File: config.mk
export PLATFORM = sky130hd
export DESIGN_NAME = digit_scan_sequencer
export DESIGN_NICKNAME = d
export VERILOG_FILES = /design/src/rtl/scan_pkg.sv /design/src/rtl/scan_prescaler.sv /design/src/rtl/digit_scan_sequencer.sv
export SDC_FILE = /design/constraint.sdc
export NUM_CORES = 1
export LEC_CHECK = 0
export CAP_MARGIN = 10
export CORE_MARGIN = 2
export CORE_UTILIZATION = 49
export CTS_CLUSTER_SIZE = 10
export DETAILED_ROUTE_END_ITERATION = 12
export PLACE_DENSITY = 0.76
export RECOVER_POWER = 25
export SYNTH_ARGS = -nofsm -noshare
export SYNTH_HDL_FRONTEND = slang
export SYNTH_SLANG_ARGS = --single-unit
File: constraint.sdc
create_clock -name clk -period 1.4 [get_ports clk]
set_input_delay 0.21 -clock clk [delete_from_list [all_inputs] [get_ports clk]]
set_output_delay 0.21 -clock clk [all_outputs]
set_load 0.05 [all_outputs]
File: src/rtl/scan_pkg.sv
// Shared definitions for the digit scan sequencer.
// Holds the FSM state encoding and the default dwell/guard/prescaler constants
// used as parameter defaults by digit_scan_sequencer and scan_prescaler.
package scan_pkg;

  typedef enum logic {
    StIdle = 1'b0,
    StRun  = 1'b1
  } state_e;

  localparam int unsigned DefaultDiv   = 50000;
  localparam int unsigned DefaultBlank = 2;
  localparam int unsigned DefaultCntW  = 16;

endpackage

File: src/rtl/scan_prescaler.sv
// Modulo-DIV dwell counter for the digit scan sequencer.
// Ports:
//   clk  - system clock, rising edge
//   rst  - synchronous active-high reset
//   clr  - force the count to 0 (takes priority over en)
//   en   - advance the count by one this cycle
//   pcnt - current count, 0..DIV-1
//   wrap - high in the cycle where the count is DIV-1 and is about to return to 0
module scan_prescaler
  import scan_pkg::*;
#(
  parameter int unsigned DIV   = DefaultDiv,
  parameter int unsigned CNT_W = DefaultCntW
) (
  input  logic             clk,
  input  logic             rst,
  input  logic             clr,
  input  logic             en,
  output logic [CNT_W-1:0] pcnt,
  output logic             wrap
);

  logic [CNT_W-1:0] pcnt_q, pcnt_d;

  // A clear in the same cycle cancels the wrap, so a restart never produces a tick.
  assign wrap = en && !clr && (pcnt_q == CNT_W'(DIV - 1));
  assign pcnt = pcnt_q;

  always_comb begin
    pcnt_d = pcnt_q;
    if (clr) begin
      pcnt_d = '0;
    end else if (en) begin
      pcnt_d = wrap ? '0 : pcnt_q + CNT_W'(1);
    end
  end

  always_ff @(posedge clk) begin
    if (rst) begin
      pcnt_q <= '0;
    end else begin
      pcnt_q <= pcnt_d;
    end
  end

endmodule

File: src/rtl/digit_scan_sequencer.sv
// Digit-select sequencer for a multiplexed display.
// Steps a 2-bit select through digits 0..last_q, holding each for DIV cycles, blanks the
// decoder for the first BLANK cycles of every dwell, and pulses tick/frame_done on advances.
// Ports:
//   clk, rst   - system clock, synchronous active-high reset
//   start      - pulse: (re)start scanning at digit 0, samples single and last
//   stop       - pulse: abort scanning (wins over start)
//   single     - 1 = run one frame then return to idle, 0 = continuous
//   last       - highest digit index to scan
//   sel        - digit select to the 2-to-4 decoder
//   sel_valid  - decoder enable, 0 blanks all digits
//   tick       - pulse on every digit advance
//   frame_done - pulse when the scan wraps from last_q to 0
//   busy       - high while scanning
// All outputs are registered.
module digit_scan_sequencer
  import scan_pkg::*;
#(
  parameter int unsigned DIV   = DefaultDiv,
  parameter int unsigned BLANK = DefaultBlank,
  parameter int unsigned CNT_W = DefaultCntW
) (
  input  logic       clk,
  input  logic       rst,
  input  logic       start,
  input  logic       stop,
  input  logic       single,
  input  logic [1:0] last,
  output logic [1:0] sel,
  output logic       sel_valid,
  output logic       tick,
  output logic       frame_done,
  output logic       busy
);

  state_e           state_q, state_d;
  logic [1:0]       sel_q, sel_d;
  logic [1:0]       last_q;
  logic             single_q;
  logic             sel_valid_q, sel_valid_d;
  logic             tick_q, tick_d;
  logic             frame_done_q, frame_done_d;

  logic             restart;
  logic             at_last;
  logic             clr;
  logic             en;
  logic             wrap;
  logic             blank_done;
  logic [CNT_W-1:0] pcnt;

  assign restart = start && !stop;
  assign at_last = (sel_q == last_q);
  // Counter sits at 0 in idle and is zeroed on any start/stop.
  assign clr     = (state_q == StIdle) || start || stop;
  assign en      = (state_q == StRun);

  scan_prescaler #(
    .DIV   (DIV),
    .CNT_W (CNT_W)
  ) u_prescaler (
    .clk  (clk),
    .rst  (rst),
    .clr  (clr),
    .en   (en),
    .pcnt (pcnt),
    .wrap (wrap)
  );

  // blank_done: the count held in the next cycle will be >= BLANK. The next count is 0 after
  // a clear or wrap, otherwise pcnt+1, so the test reduces to pcnt >= BLANK-1.
  if (BLANK == 0) begin : g_blank_none
    assign blank_done = 1'b1;
  end else if (BLANK == 1) begin : g_blank_one
    assign blank_done = !clr && !wrap;
  end else begin : g_blank_multi
    assign blank_done = !clr && !wrap && (pcnt >= CNT_W'(BLANK - 1));
  end

  // State register
  always_ff @(posedge clk) begin
    if (rst) begin
      state_q <= StIdle;
    end else begin
      state_q <= state_d;
    end
  end

  // Next-state logic
  always_comb begin
    state_d = state_q;
    unique case (state_q)
      StIdle: begin
        if (restart) state_d = StRun;
      end
      StRun: begin
        if (stop) begin
          state_d = StIdle;
        end else if (wrap && at_last && single_q) begin
          state_d = StIdle;
        end
      end
      default: state_d = StIdle;
    endcase
  end

  // Output next-state logic; wrap already excludes cycles with start or stop.
  always_comb begin
    sel_d        = sel_q;
    tick_d       = wrap;
    frame_done_d = wrap && at_last;
    sel_valid_d  = (state_d == StRun) && blank_done;
    if ((state_d == StIdle) || restart) begin
      sel_d = 2'd0;
    end else if (wrap) begin
      sel_d = at_last ? 2'd0 : sel_q + 2'd1;
    end
  end

  always_ff @(posedge clk) begin
    if (rst) begin
      sel_q        <= 2'd0;
      sel_valid_q  <= 1'b0;
      tick_q       <= 1'b0;
      frame_done_q <= 1'b0;
      last_q       <= 2'd0;
      single_q     <= 1'b0;
    end else begin
      sel_q        <= sel_d;
      sel_valid_q  <= sel_valid_d;
      tick_q       <= tick_d;
      frame_done_q <= frame_done_d;
      if (restart) begin
        last_q   <= last;
        single_q <= single;
      end
    end
  end

  assign sel        = sel_q;
  assign sel_valid  = sel_valid_q;
  assign tick       = tick_q;
  assign frame_done = frame_done_q;
  assign busy       = (state_q == StRun);

endmodule

==> impl_metrics.env <==
export IMPL_status="finished, violations left"
export IMPL_violations="negative setup slack"
export IMPL_synthMostInstantiatedCell="dfxtp_1"
export IMPL_synth_top_family_by_area="simple AND/OR/NAND/NOR gates"
export IMPL_post_route_cells_drive_above_1_share=0.467
export IMPL_rrSetupSlack_ns=-0.20
export IMPL_port_buffers=12
export IMPL_synth_seq_cells=25
export IMPL_wl_per_cell_um=20.0
export IMPL_vias=1385
export IMPL_fp_dieH_um=54.7
export IMPL_synth_edff_count=0
export IMPL_end_kind="register"
export IMPL_arrival_ns=1.81
export IMPL_p_seq_frac=0.618
export IMPL_yosysUniqueCellTypes=41
export IMPL_grt_first_pass_wirelength_um=6080
export IMPL_required_ns=1.61
export IMPL_cts_tree="yes"
export IMPL_yosysTopAreaCellShare=0.397
export IMPL_groute_usage_overall=0.288
export IMPL_yosys_top_cells_count="dfxtp_1 (25), nor2_1 (18), nand2_1 (9), xnor2_1 (9), a21oi_1 (7)"
export IMPL_routed_via_density=6.05
export IMPL_start_util=0.513
export IMPL_synthTopCellsByArea="dfxtp_1 (40%), xnor2_1 (6.3%), nor2_1 (5.4%)"
export IMPL_ant_nets=0
export IMPL_cp_startpoint="sel[0]"
export IMPL_async_flop_share=0
export IMPL_vdd_drop_max_mv=0.506
export IMPL_leakagePower_nw=0.740
export IMPL_antenna_cells=0
export IMPL_dieWidth_um=54.7
export IMPL_start_kind="register"
export IMPL_postSynthAreaPerCell_um2=9.13
export IMPL_synth_cells=138
export IMPL_clock_sinks=25
export IMPL_max_slew_margin_rel=0.724
export IMPL_syn_nets=148
export IMPL_finalCriticalPeriod_ns=1.60
export IMPL_synth_largest_area_cell="dfxtp_1"
export IMPL_fmax_mhz=626
export IMPL_path_clk_slew_ns=0.15
export IMPL_worstSkewPairLatency_ns=0.32
export IMPL_drc_errors=0
export IMPL_placed_cells=212
export IMPL_grt_pass1_vias=1335
export IMPL_cts_buffers=3
export IMPL_setup_slack_ns=-0.198
export IMPL_synth_warnings=0
export IMPL_crit_reg2reg_capture="sel[1]"
export IMPL_placed_cell_area_um2=1770
export IMPL_clock_path_buffers=2
export IMPL_syn_cell_area_um2=1260
export IMPL_cap_violations=0
export IMPL_cp_max_fo=6
export IMPL_seq_area_frac_synth=0.397
export IMPL_drtIter0Drc=61
export IMPL_hold_path_class="in2reg"
export IMPL_overflow=0
export IMPL_fin_nets=210
export IMPL_fp_row_count=18
export IMPL_antenna_found_initial=0
export IMPL_htreeDepth=1
export IMPL_worst_clock_skew_ns=0.00880
export IMPL_path_class="reg2reg"
export IMPL_root_buffer="clkbuf_4"
export IMPL_rsz0062_at_grt="yes"
export IMPL_syn2layout_area_growth_pct=60.9
export IMPL_p_sw_mw=0.284
export IMPL_gp_congestion=0.813
export IMPL_min_path_cells=3
export IMPL_stdcell_count=229
export IMPL_synthMuxAreaShare=0.0238
export IMPL_pwr_share_clk=0.294
export IMPL_synth_flop_cell="dfxtp_1"
export IMPL_finalMaxSlewViolations=0
export IMPL_num_io_pins=13
export IMPL_tightest_slew_ns=0.413
export IMPL_min_period_over_period=1.14
export IMPL_r2r_start="sel[0]"
export IMPL_p_int_mw=0.871
export IMPL_first_pass_iters=4
export IMPL_dp_hpwl_um=2440
export IMPL_die_area_um2=2990
export IMPL_reg2reg_depth=4
export IMPL_wirelength_um=4570
export IMPL_hp_start="last[0]"
export IMPL_power_density_nw_per_um2=570
export IMPL_synthSimpleGateAreaFrac=0.327
export IMPL_p_sw_frac=0.246
export IMPL_setup_viol_count_final=21
export IMPL_hold_viol=0
export IMPL_hold_end="last_q[0]"
export IMPL_synth_fa_ha_area_frac=0.0298
export IMPL_grt_max_degree=17
export IMPL_synth_xor_area_frac=0.0904
export IMPL_final_area_um2=2030
export IMPL_fp_coreArea_um2=2450
export IMPL_power_total_mw=1.16
export IMPL_fin_util=0.826
export IMPL_pwr_share_comb=0.088
export IMPL_synth_compound_area_frac=0.104
==> metrics by stage <==
step | setup WS (ns) | setup TNS (ns) | hold slack (ns)
6_report | -0.198 | -2.09 | 0.505
2_1_floorplan | -0.0178 | -0.163 | 0.273
5_1_grt | -0.241 | -3.47 | 0.530
4_1_cts | -0.0652 | -0.204 | 0.497
3_5_place_dp | -0.236 | -3.20 | 0.499
3_3_place_gp | -0.124 | -2.00 | 0.492
==> cell usage in the layout (no fill, tap or decap), drive strengths merged, types with 4 or more instances in the layout <==
| cell type | n |
|---|---|
| xor2 | 4 |
| nand2 | 9 |
| inv | 6 |
| clkbuf | 5 |
| o21ai | 6 |
| xnor2 | 9 |
| clkdlybuf4s50 | 6 |
| nand4 | 6 |
| nor4 | 4 |
| nor2 | 18 |
| a21oi | 8 |
| buf | 51 |
| nor3 | 4 |
| nand3 | 5 |
| dfxtp | 25 |
| and4 | 4 |
==> how the worst max path moves through the flow <==
stage	to	slack [ns]
floorplan	u_prescaler.pcnt[5]	-0.02
global placement	sel[1]	-0.12
detailed placement	sel[1]	-0.24
CTS	u_prescaler.pcnt[15]	-0.07
global route	sel_valid	-0.24
finish	sel[1]	-0.20
==> routing by layer <==
layer / GRT usage / part of all wire / wire [µm]
met1: 0.344 / 0.38 / 1720
met2: 0.484 / 0.49 / 2250
met3: 0.0628 / 0.079 / 362
met4: 0.138 / 0.054 / 249
met5: 0 / 0 / 0
==> timing repair <==
item                                    CTS  global route
endpoints found under the hold margin     0             0
gates resized for setup                  17            20
endpoints found under the setup margin   19            22
pin swaps                                12            12
hold buffers                              0             0
buffers inserted                          9             4
==> critical path, stage by stage, from the launching register on <==
cell	delay, ns
dfxtp_1	0.60
xnor2_1	0.20
nand4_1	0.24
o21ai_1	0.35
nor3b_2	0.10
==> state kept, by name, summed over array words and instances, names as in the netlist <==
register / count
sel: 2
tick: 1
single_q: 1
last_q: 2
u_prescaler.pcnt: 16
busy: 1
frame_done: 1
sel_valid: 1
==> power groups by stage <==
stage / registers, mW / logic (mW) / clock network, mW
6_report: 0.714 / 0.101 / 0.340
5_1_grt: 0.714 / 0.106 / 0.368
4_1_cts: 0.715 / 0.0912 / 0.342
3_5_place_dp: 0.737 / 0.0884 / 0
3_3_place_gp: 0.736 / 0.0855 / 0
2_1_floorplan: 0.740 / 0.0299 / 0
==> cells by family (layout without fill, tap and decap cells) <==
kind of cell / Yosys count / count (layout)
adders and majority gates: 3 / 3
xor gates and xnor gates: 13 / 13
AOI/OAI and AO/OA: 20 / 20
and+or+nand+nor: 67 / 67
buffers and inverters: 7 / 68
DFF: 25 / 25
muxes: 3 / 3
==> final cells by class <==
class / count / area, µm²
inverters: 5 / 18.8
clock buffers: 3 / 22.5
fillers: 139 / 428
flip-flops and latches: 25 / 528
clock inverters: 1 / 6.26
repair buffers: 59 / 549
well taps: 30 / 37.5
multi-input cells: 106 / 865
(Power assumes the default switching activity.)
